--- src/rtl/unidade_de_entrada.sv ---
// rtl/unidade_de_entrada.sv - IN/OUT peripheral responder: debounced button confirms switch input, OUT latches display
//
// Ports:
//   clock     system clock, rising edge
//   reset_n   asynchronous active-low reset
//   inReq     IN instruction in execute
//   outWrite  OUT instruction strobe
//   outData   value to display
//   btnRaw    raw confirm button (asynchronous, active-high)
//   swRaw     raw data switches (asynchronous)
//   inAck     one-cycle acknowledge per accepted input
//   dataIn    latched input word (zero-extended switches)
//   display   last OUT value
//   outCount  number of OUT writes since reset, wraps at 256
//   busy      high while an input is armed, acknowledged or awaiting release
module unidade_de_entrada #(
    parameter int DATA_WIDTH = 32,
    parameter int SW_WIDTH   = 16,
    parameter int DEB_CYCLES = 250000,
    parameter int CNT_WIDTH  = 18
) (
    input  logic                  clock,
    input  logic                  reset_n,
    input  logic                  inReq,
    input  logic                  outWrite,
    input  logic [DATA_WIDTH-1:0] outData,
    input  logic                  btnRaw,
    input  logic [SW_WIDTH-1:0]   swRaw,
    output logic                  inAck,
    output logic [DATA_WIDTH-1:0] dataIn,
    output logic [DATA_WIDTH-1:0] display,
    output logic [7:0]            outCount,
    output logic                  busy
);

    typedef enum logic [1:0] {
        IDLE    = 2'd0,
        ARMED   = 2'd1,
        ACK     = 2'd2,
        RELEASE = 2'd3
    } state_t;

    state_t state, state_nxt;

    logic                 btn_s1, btn_s2;
    logic [SW_WIDTH-1:0]  sw_s1, sw_s2;
    logic [CNT_WIDTH-1:0] deb_cnt;
    logic                 btn_db;
    logic                 btn_db_d;
    logic                 press_edge;

    // Two-flop synchronizers for the asynchronous board inputs.
    always_ff @(posedge clock or negedge reset_n) begin
        if (!reset_n) begin
            btn_s1 <= 1'b0;
            btn_s2 <= 1'b0;
            sw_s1  <= '0;
            sw_s2  <= '0;
        end else begin
            btn_s1 <= btnRaw;
            btn_s2 <= btn_s1;
            sw_s1  <= swRaw;
            sw_s2  <= sw_s1;
        end
    end

    // Debounce: the counter only runs while the synchronized level disagrees
    // with the accepted level, so any agreeing sample restarts the count and
    // glitches shorter than DEB_CYCLES are discarded.
    always_ff @(posedge clock or negedge reset_n) begin
        if (!reset_n) begin
            deb_cnt <= '0;
            btn_db  <= 1'b0;
        end else if (btn_s2 == btn_db) begin
            deb_cnt <= '0;
        end else if (deb_cnt == CNT_WIDTH'(DEB_CYCLES - 1)) begin
            deb_cnt <= '0;
            btn_db  <= ~btn_db;
        end else begin
            deb_cnt <= deb_cnt + 1'b1;
        end
    end

    // Registered rising-edge detect on the debounced level.
    always_ff @(posedge clock or negedge reset_n) begin
        if (!reset_n) begin
            btn_db_d   <= 1'b0;
            press_edge <= 1'b0;
        end else begin
            btn_db_d   <= btn_db;
            press_edge <= btn_db & ~btn_db_d;
        end
    end

    always_ff @(posedge clock or negedge reset_n) begin
        if (!reset_n) begin
            state <= IDLE;
        end else begin
            state <= state_nxt;
        end
    end

    // A press already held when the request arrives produced its edge earlier,
    // so ARMED waits for a fresh press: one press is one accepted input.
    always_comb begin
        state_nxt = state;
        case (state)
            IDLE:    if (inReq) state_nxt = ARMED;
            ARMED: begin
                if (!inReq)          state_nxt = IDLE;
                else if (press_edge) state_nxt = ACK;
            end
            ACK:     state_nxt = btn_db ? RELEASE : IDLE;
            RELEASE: if (!btn_db) state_nxt = IDLE;
            default: state_nxt = IDLE;
        endcase
    end

    always_ff @(posedge clock or negedge reset_n) begin
        if (!reset_n) begin
            dataIn <= '0;
        end else if (state == ARMED && inReq && press_edge) begin
            dataIn <= DATA_WIDTH'(sw_s2);
        end
    end

    // OUT capture runs independently of the input handshake.
    always_ff @(posedge clock or negedge reset_n) begin
        if (!reset_n) begin
            display  <= '0;
            outCount <= 8'd0;
        end else if (outWrite) begin
            display  <= outData;
            outCount <= outCount + 8'd1;
        end
    end

    assign inAck = (state == ACK);
    assign busy  = (state != IDLE);

endmodule
--- config.mk ---
export PLATFORM = sky130hd
export DESIGN_NAME = unidade_de_entrada
export DESIGN_NICKNAME = d
export VERILOG_FILES = /design/src/rtl/unidade_de_entrada.sv
export SDC_FILE = /design/constraint.sdc
export NUM_CORES = 1
export LEC_CHECK = 0
export BUFFER_PORTS_ARGS = -buffer_cell sky130_fd_sc_hd__buf_2
export CAP_MARGIN = 20
export CORE_UTILIZATION = 55
export CTS_BUF_LIST = sky130_fd_sc_hd__clkbuf_16
export DETAILED_ROUTE_END_ITERATION = 10
export GPL_ROUTABILITY_DRIVEN = 0
export GPL_TIMING_DRIVEN = 0
export PLACE_DENSITY = 0.93
export SLEW_MARGIN = 20
export SYNTH_ARGS = -nofsm -noshare
export SYNTH_HDL_FRONTEND = slang
export SYNTH_SLANG_ARGS = --single-unit
--- constraint.sdc ---
create_clock -name clock -period 3.32 [get_ports clock]
set_input_delay 0.664 -clock clock [delete_from_list [all_inputs] [get_ports clock]]
set_output_delay 0.664 -clock clock [all_outputs]
set_load 0.01 [all_outputs]
==> flow_summary.json, run 1 <==
{
  "drc": 0,
  "fp.dieH_um": 89.35,
  "grt_pass1_wl_mm": 14.05,
  "dp_hpwl_mm": 5.610,
  "hold_viol_final": 0,
  "clkPwrFrac_pct": 46.7,
  "rr_worst_depth": 5,
  "ir_worst_vdd_mv": 0.5276,
  "arrival_ns": 2.34,
  "worst_slack_ns": 1.252,
  "area_growth_pct": 31.40,
  "path_max_fanout": 10,
  "via_count": 2763,
  "synth_warnings": 0,
  "r2r-start": "deb_cnt[11]",
  "synth_area_um2": 4197,
  "rows": 31,
  "outcome": "finished, final reports clean",
  "crit_required_ns": 3.60,
  "setup_tns_ns": 0,
  "maxSlewHeadroom_pct": 60.67,
  "die_width_um": 89.35,
  "slew_violations": 0,
  "reg2reg_to": "deb_cnt[14]",
  "wl_mm": 8.861,
  "ctsHoldBuffers": 0,
  "clk_latency_ns": 0.41,
  "intPower_mw": 2.691,
  "cts_root_buf": "clkbuf_16",
  "die_area_um2": 7983,
  "clkTransAtPathRegs_ns": 0.06,
  "drive_above_1_share_pct": 47.97,
  "critical_path_class": "register to register",
  "cp-endpoint": "deb_cnt[14]",
  "netlist_instances": 287,
  "vias_per_cell": 5.088,
  "gr-total-overflow": 0,
  "synth_cell_types": 31,
  "fin_worst_skew_ns": 0.01304,
  "fmax_mhz": 483.6,
  "register_area_um2": 2828,
  "dr.first_iter.drc_count": 139,
  "start_util_pct": 57.25,
  "grt_pass1_vias": 2923,
  "n_antenna_cell": 0,
  "io_pins": 127,
  "ys_ff_latch": 113,
  "fill_cells": 428,
  "cts_sinks": 113,
  "cts_tree": "built",
  "fin_crit_sh_pct": 62.29,
  "hp-class": "input port to async pin",
  "cts_made_buffers": 17,
  "power_density_nw_per_um2": 656.6,
  "worst_pin_slew_ns": 0.5879,
  "most-common-layout-cells": "113 x dfrtp_1, 109 x buf_2, 50 x mux2_2",
  "rsz0062_at_grt": "no",
  "grt_max_degree": 65,
  "grt_usage_pct": 24.20,
  "post_cts_buffers": 0,
  "cp-start-kind": "register",
  "final_common_cell": "dfrtp_1",
  "seq_power_share_pct": 43.5,
  "cp-end-kind": "register",
  "power_leakage_nw": 2.754,
  "ys_seq_area_share_pct": 67.38,
  "swShare_pct": 25.67,
  "drt_first_pass_iters": 4,
  "antenna_found_initial": 0,
  "clk_path_buf_depth": 2,
  "port_buffers": 109,
  "avgSynthCellArea_um2": 14.62,
  "crit_start": "deb_cnt[11]",
  "power_mw": 3.621,
  "wire_per_inst_um": 16.32,
  "reg2reg_slack_ns": 1.25,
  "period_needed_ns": 2.068,
  "setup_viol": 0,
  "ant_nets": 0,
  "multi_input_area_um2": 1270,
  "coreArea_um2": 7331,
  "ctsHtreeMaxLevel": 4,
  "nets": 486,
  "drv_cap": 0,
  "pre_cts_slack_ns": 1.181,
  "cts-resized-gates": 0,
  "power_switching_uw": 929.2,
  "power_frac_comb_pct": 9.8
}
layout make-up:
class                           count  area share (%)
Buffer                             22           2.609
Clock buffer                       17           7.715
Clock inverter                     15           2.405
Inverter                            3          0.2042
Multi-Input combinational cell    164           23.03
Sequential cell                   113           51.28
Tap cell                           99           2.246
Timing Repair Buffer              110           10.51
state kept, by name, indices dropped and copies added, names as in the netlist, 2 cells and up:
signal    flops
sw_s1        16
state         2
outCount      8
deb_cnt      18
dataIn       16
sw_s2        16
display      32
cell usage after synthesis:
cell	n	area (um2)
a21oi_2	1	8.760
inv_1	3	11.26
nand4_1	8	50.05
o21ai_0	1	5.000
nor3_1	3	15.01
clkbuf_1	5	18.77
or2_2	1	6.260
nor4_1	6	37.54
nor2_1	20	75.07
conb_1	1	3.750
nand3_1	6	30.03
xnor2_1	14	122.6
xor2_1	8	70.07
nor2b_1	3	18.77
nand4b_1	1	8.760
a21oi_1	1	5.000
nand3b_1	1	7.510
buf_4	16	120.1
and3_1	1	6.260
ha_1	2	25.02
buf_2	1	5.000
dfrtp_1	113	2828
o41ai_4	1	27.53
nand2_1	13	48.80
or4_1	1	7.510
or3_4	1	11.26
mux2_2	50	563.0
or4b_4	1	13.76
o31ai_1	1	7.510
nand4_4	1	21.27
and4_1	2	17.52
how the worst min path moves through the flow:
stage             start     endpoint  slack (ns)  cells past startpoint
2_1_floorplan    btn_s1       btn_s2        0.33                      0
3_3_place_gp   sw_s1[2]     sw_s2[2]        0.33                      0
3_5_place_dp   sw_s1[6]     sw_s2[6]        0.33                      0
4_1_cts         reset_n   display[4]        0.20                      1
5_1_grt         reset_n  display[17]        0.22                      1
6_report        reset_n  display[16]        0.20                      1
metrics by stage:
step | instances | area [um2] | utilization (%) | hold WS [ns]
after CTS | 543 | 5514 | 75.22 | 0.2040
final | 543 | 5514 | 75.22 | 0.1969
after global placement | 510 | 4922 | 67.14 | 0.3322
after global routing | 543 | 5514 | 75.22 | 0.2226
after detailed placement | 511 | 4956 | 67.61 | 0.3347
after floorplan | 302 | 4253 | - | 0.3312
routing by layer:
metal  vias to the layer above  wire length, um  global-route usage (%)
met5                         -                0                       0
met4                         0              127                   9.668
met3                        18              545                   8.680
met2                       122             4807                   41.08
met1                      1373             3380                   28.16
li1                       1250                -                       -
power groups by stage:
stage | logic (mW) | registers, mW | clock network [mW]
6_report | 0.356 | 1.58 | 1.69
5_1_grt | 0.386 | 1.58 | 1.78
4_1_cts | 0.358 | 1.57 | 1.71
3_5_place_dp | 0.353 | 1.58 | 0
3_3_place_gp | 0.329 | 1.58 | 0
2_1_floorplan | 0.139 | 1.61 | 0
cell families (layout without fill, tap and decap cells):
kind of cell	after synthesis	after routing	share of synthesized area (%)
compound gates	5	5	1.282
xor+xnor	22	22	4.592
fa+ha+maj	2	2	0.5962
buf+inv	25	167	3.697
flops	113	113	67.38
mux	50	50	13.42
other cells	1	16	0.08936
simple gates	69	69	8.945
critical path, cell delays in order (launching register included):
cell	delay, ns
dfrtp_1	0.44
nor4_1	0.35
nand4_1	0.22
o41ai_4	0.53
buf_2	0.33
nor2_1	0.07
(Power assumes the default switching activity.)
==> inputs of run 2 (changes only) <==
- CORE_UTILIZATION: 55 -> 46
- PLACE_DENSITY: 0.93 -> 0.83
- clock period: 3.32 -> 1.9 ns (I/O delays scaled with it)
==> flow_summary.json, run 2 (synthesis results as in run 1) <==
{
  "vias_per_cell": 4.866,
  "arrival_ns": 2.14,
  "maxSlewHeadroom_pct": 62.13,
  "grt_pass1_wl_mm": 13.41,
  "cp-start-kind": "register",
  "final_common_cell": "dfrtp_1",
  "wl_mm": 7.837,
  "cts-resized-gates": 0,
  "via_count": 2691,
  "critical_path_class": "register to register",
  "crit_required_ns": 2.23,
  "path_max_fanout": 7,
  "drive_above_1_share_pct": 47.42,
  "cts_root_buf": "clkbuf_16",
  "cp-end-kind": "register",
  "port_buffers": 109,
  "hp-class": "input port to register",
  "setup_viol": 0,
  "wire_per_inst_um": 14.17,
  "gr-total-overflow": 0,
  "drv_cap": 0,
  "reg_top3": "display: 32 flops, deb_cnt: 18 flops",
  "hold_viol_final": 0,
  "rsz0062_at_grt": "no",
  "largest_reg_flops": 32,
  "n_antenna_cell": 0,
  "coreArea_um2": 8763,
  "clkTransAtPathRegs_ns": 0.05,
  "ctsHtreeMaxLevel": 4,
  "fill_cells": 668,
  "routedLengthMet1_mm": 3.183,
  "multi_input_area_um2": 1270,
  "drt_first_pass_iters": 4,
  "clk_path_buf_depth": 2,
  "cts_sinks": 113,
  "route.met3.wl_um": 618,
  "period_needed_ns": 1.817,
  "most-common-layout-cells": "113 x dfrtp_1, 109 x buf_2, 50 x mux2_2",
  "grt_pass1_vias": 2898,
  "start_util_pct": 47.89,
  "cp_cell_sequence": "nand4_4 -> or3_4 -> or4b_4 -> a21oi_2",
  "top_layer": "met4",
  "outcome": "finished, final reports clean",
  "fp.dieH_um": 97.52,
  "io_pins": 127,
  "grt_max_degree": 58,
  "worst_pin_slew_ns": 0.5680,
  "ir_worst_vdd_mv": 0.8040,
  "fmax_mhz": 550.3,
  "ant_nets": 0,
  "rows": 34,
  "area_growth_pct": 32.05,
  "die_area_um2": 9509,
  "cp_slowest_cell": "dfrtp_1",
  "fin_crit_sh_pct": 95.64,
  "antenna_found_initial": 0,
  "drc": 0,
  "worst_path_largest_cell_delay_ns": 0.50,
  "grt_usage_pct": 18.25,
  "cts_made_buffers": 17,
  "slew_violations": 0,
  "dr.first_iter.drc_count": 111,
  "fin_worst_skew_ns": 0.008018,
  "post-route-util_pct": 63.24,
  "power_leakage_nw": 2.769,
  "crit_family": "simple AND/OR/NAND/NOR gates",
  "regMostFlops": "display",
  "wl_met2_mm": 3.879,
  "power_density_nw_per_um2": 1127,
  "dp_hpwl_mm": 5.481,
  "hold_slack_ns": 0.08287,
  "die_width_um": 97.52,
  "clk_latency_ns": 0.40,
  "worst-path-buf-inv": 0,
  "cts_tree": "built",
  "nets": 489,
  "register_area_um2": 2828
}
-- run 2: what timing repair did --
item | 4_1_cts | 5_1_grt
endpoints found under the hold margin | 56 | 0
hold buffers | 1 | 0
setup buffers | 2 | 0
endpoints found under the setup margin | 19 | 0
-- run 2: area by class of cell --
class                   count  share of cell area, %
multi-input cells         164                  22.92
flip-flops and latches    113                  51.03
plain buffers              22                  2.597
repair buffers            113                  10.91
clock inverters            13                  2.235
inverters                   3                 0.2032
well taps                 108                  2.438
clock buffers              17                  7.677
-- run 2: final timing paths --
check	to	startpoint	slack (ns)	cells after the start
max in group asynchronous	deb_cnt[8]	reset_n	0.73	3
min in group asynchronous	dataIn[7]	reset_n	0.53	2
hold reg to reg	sw_s2[5]	sw_s1[5]	0.34	0
setup / recovery	deb_cnt[15]	deb_cnt[5]	0.08	4
hold / removal	sw_s1[4]	swRaw[4]	0.08	1
setup reg to reg	deb_cnt[15]	deb_cnt[5]	0.08	4
-- run 2: power by group --
part / switching, mW / internal, mW
sequential: 0.135 / 2.60
clock: 1.02 / 1.89
combinational: 0.305 / 0.303
-- run 2: routing by layer --
layer  vias up  global-route usage [%]
met4         0                   8.824
li1       1251                       -
met5         -                       0
met1      1317                   21.09
met3        13                   7.482
met2       110                   29.42
-- run 2: through the flow --
stage / total power [mW] / setup TNS, ns / cell area [um2] / std cells / setup slack, ns
5_1_grt: 6.500 / 0 / 5542 / 553 / 0.001193
2_1_floorplan: 3.060 / 0 / 4253 / 302 / 0.1866
3_5_place_dp: 3.379 / -2.235 / 4967 / 520 / -0.1366
6_report: 6.247 / 0 / 5542 / 553 / 0.08289
3_3_place_gp: 3.337 / -83.91 / 4933 / 519 / -0.7408
4_1_cts: 6.318 / 0 / 5542 / 553 / 0.09141
-- run 2: worst register-to-register path: stages (launching register included) --
cell and delay [ns]:
dfrtp_1 0.50, nand4_4 0.18, or3_4 0.43, or4b_4 0.50
a21oi_2 0.14
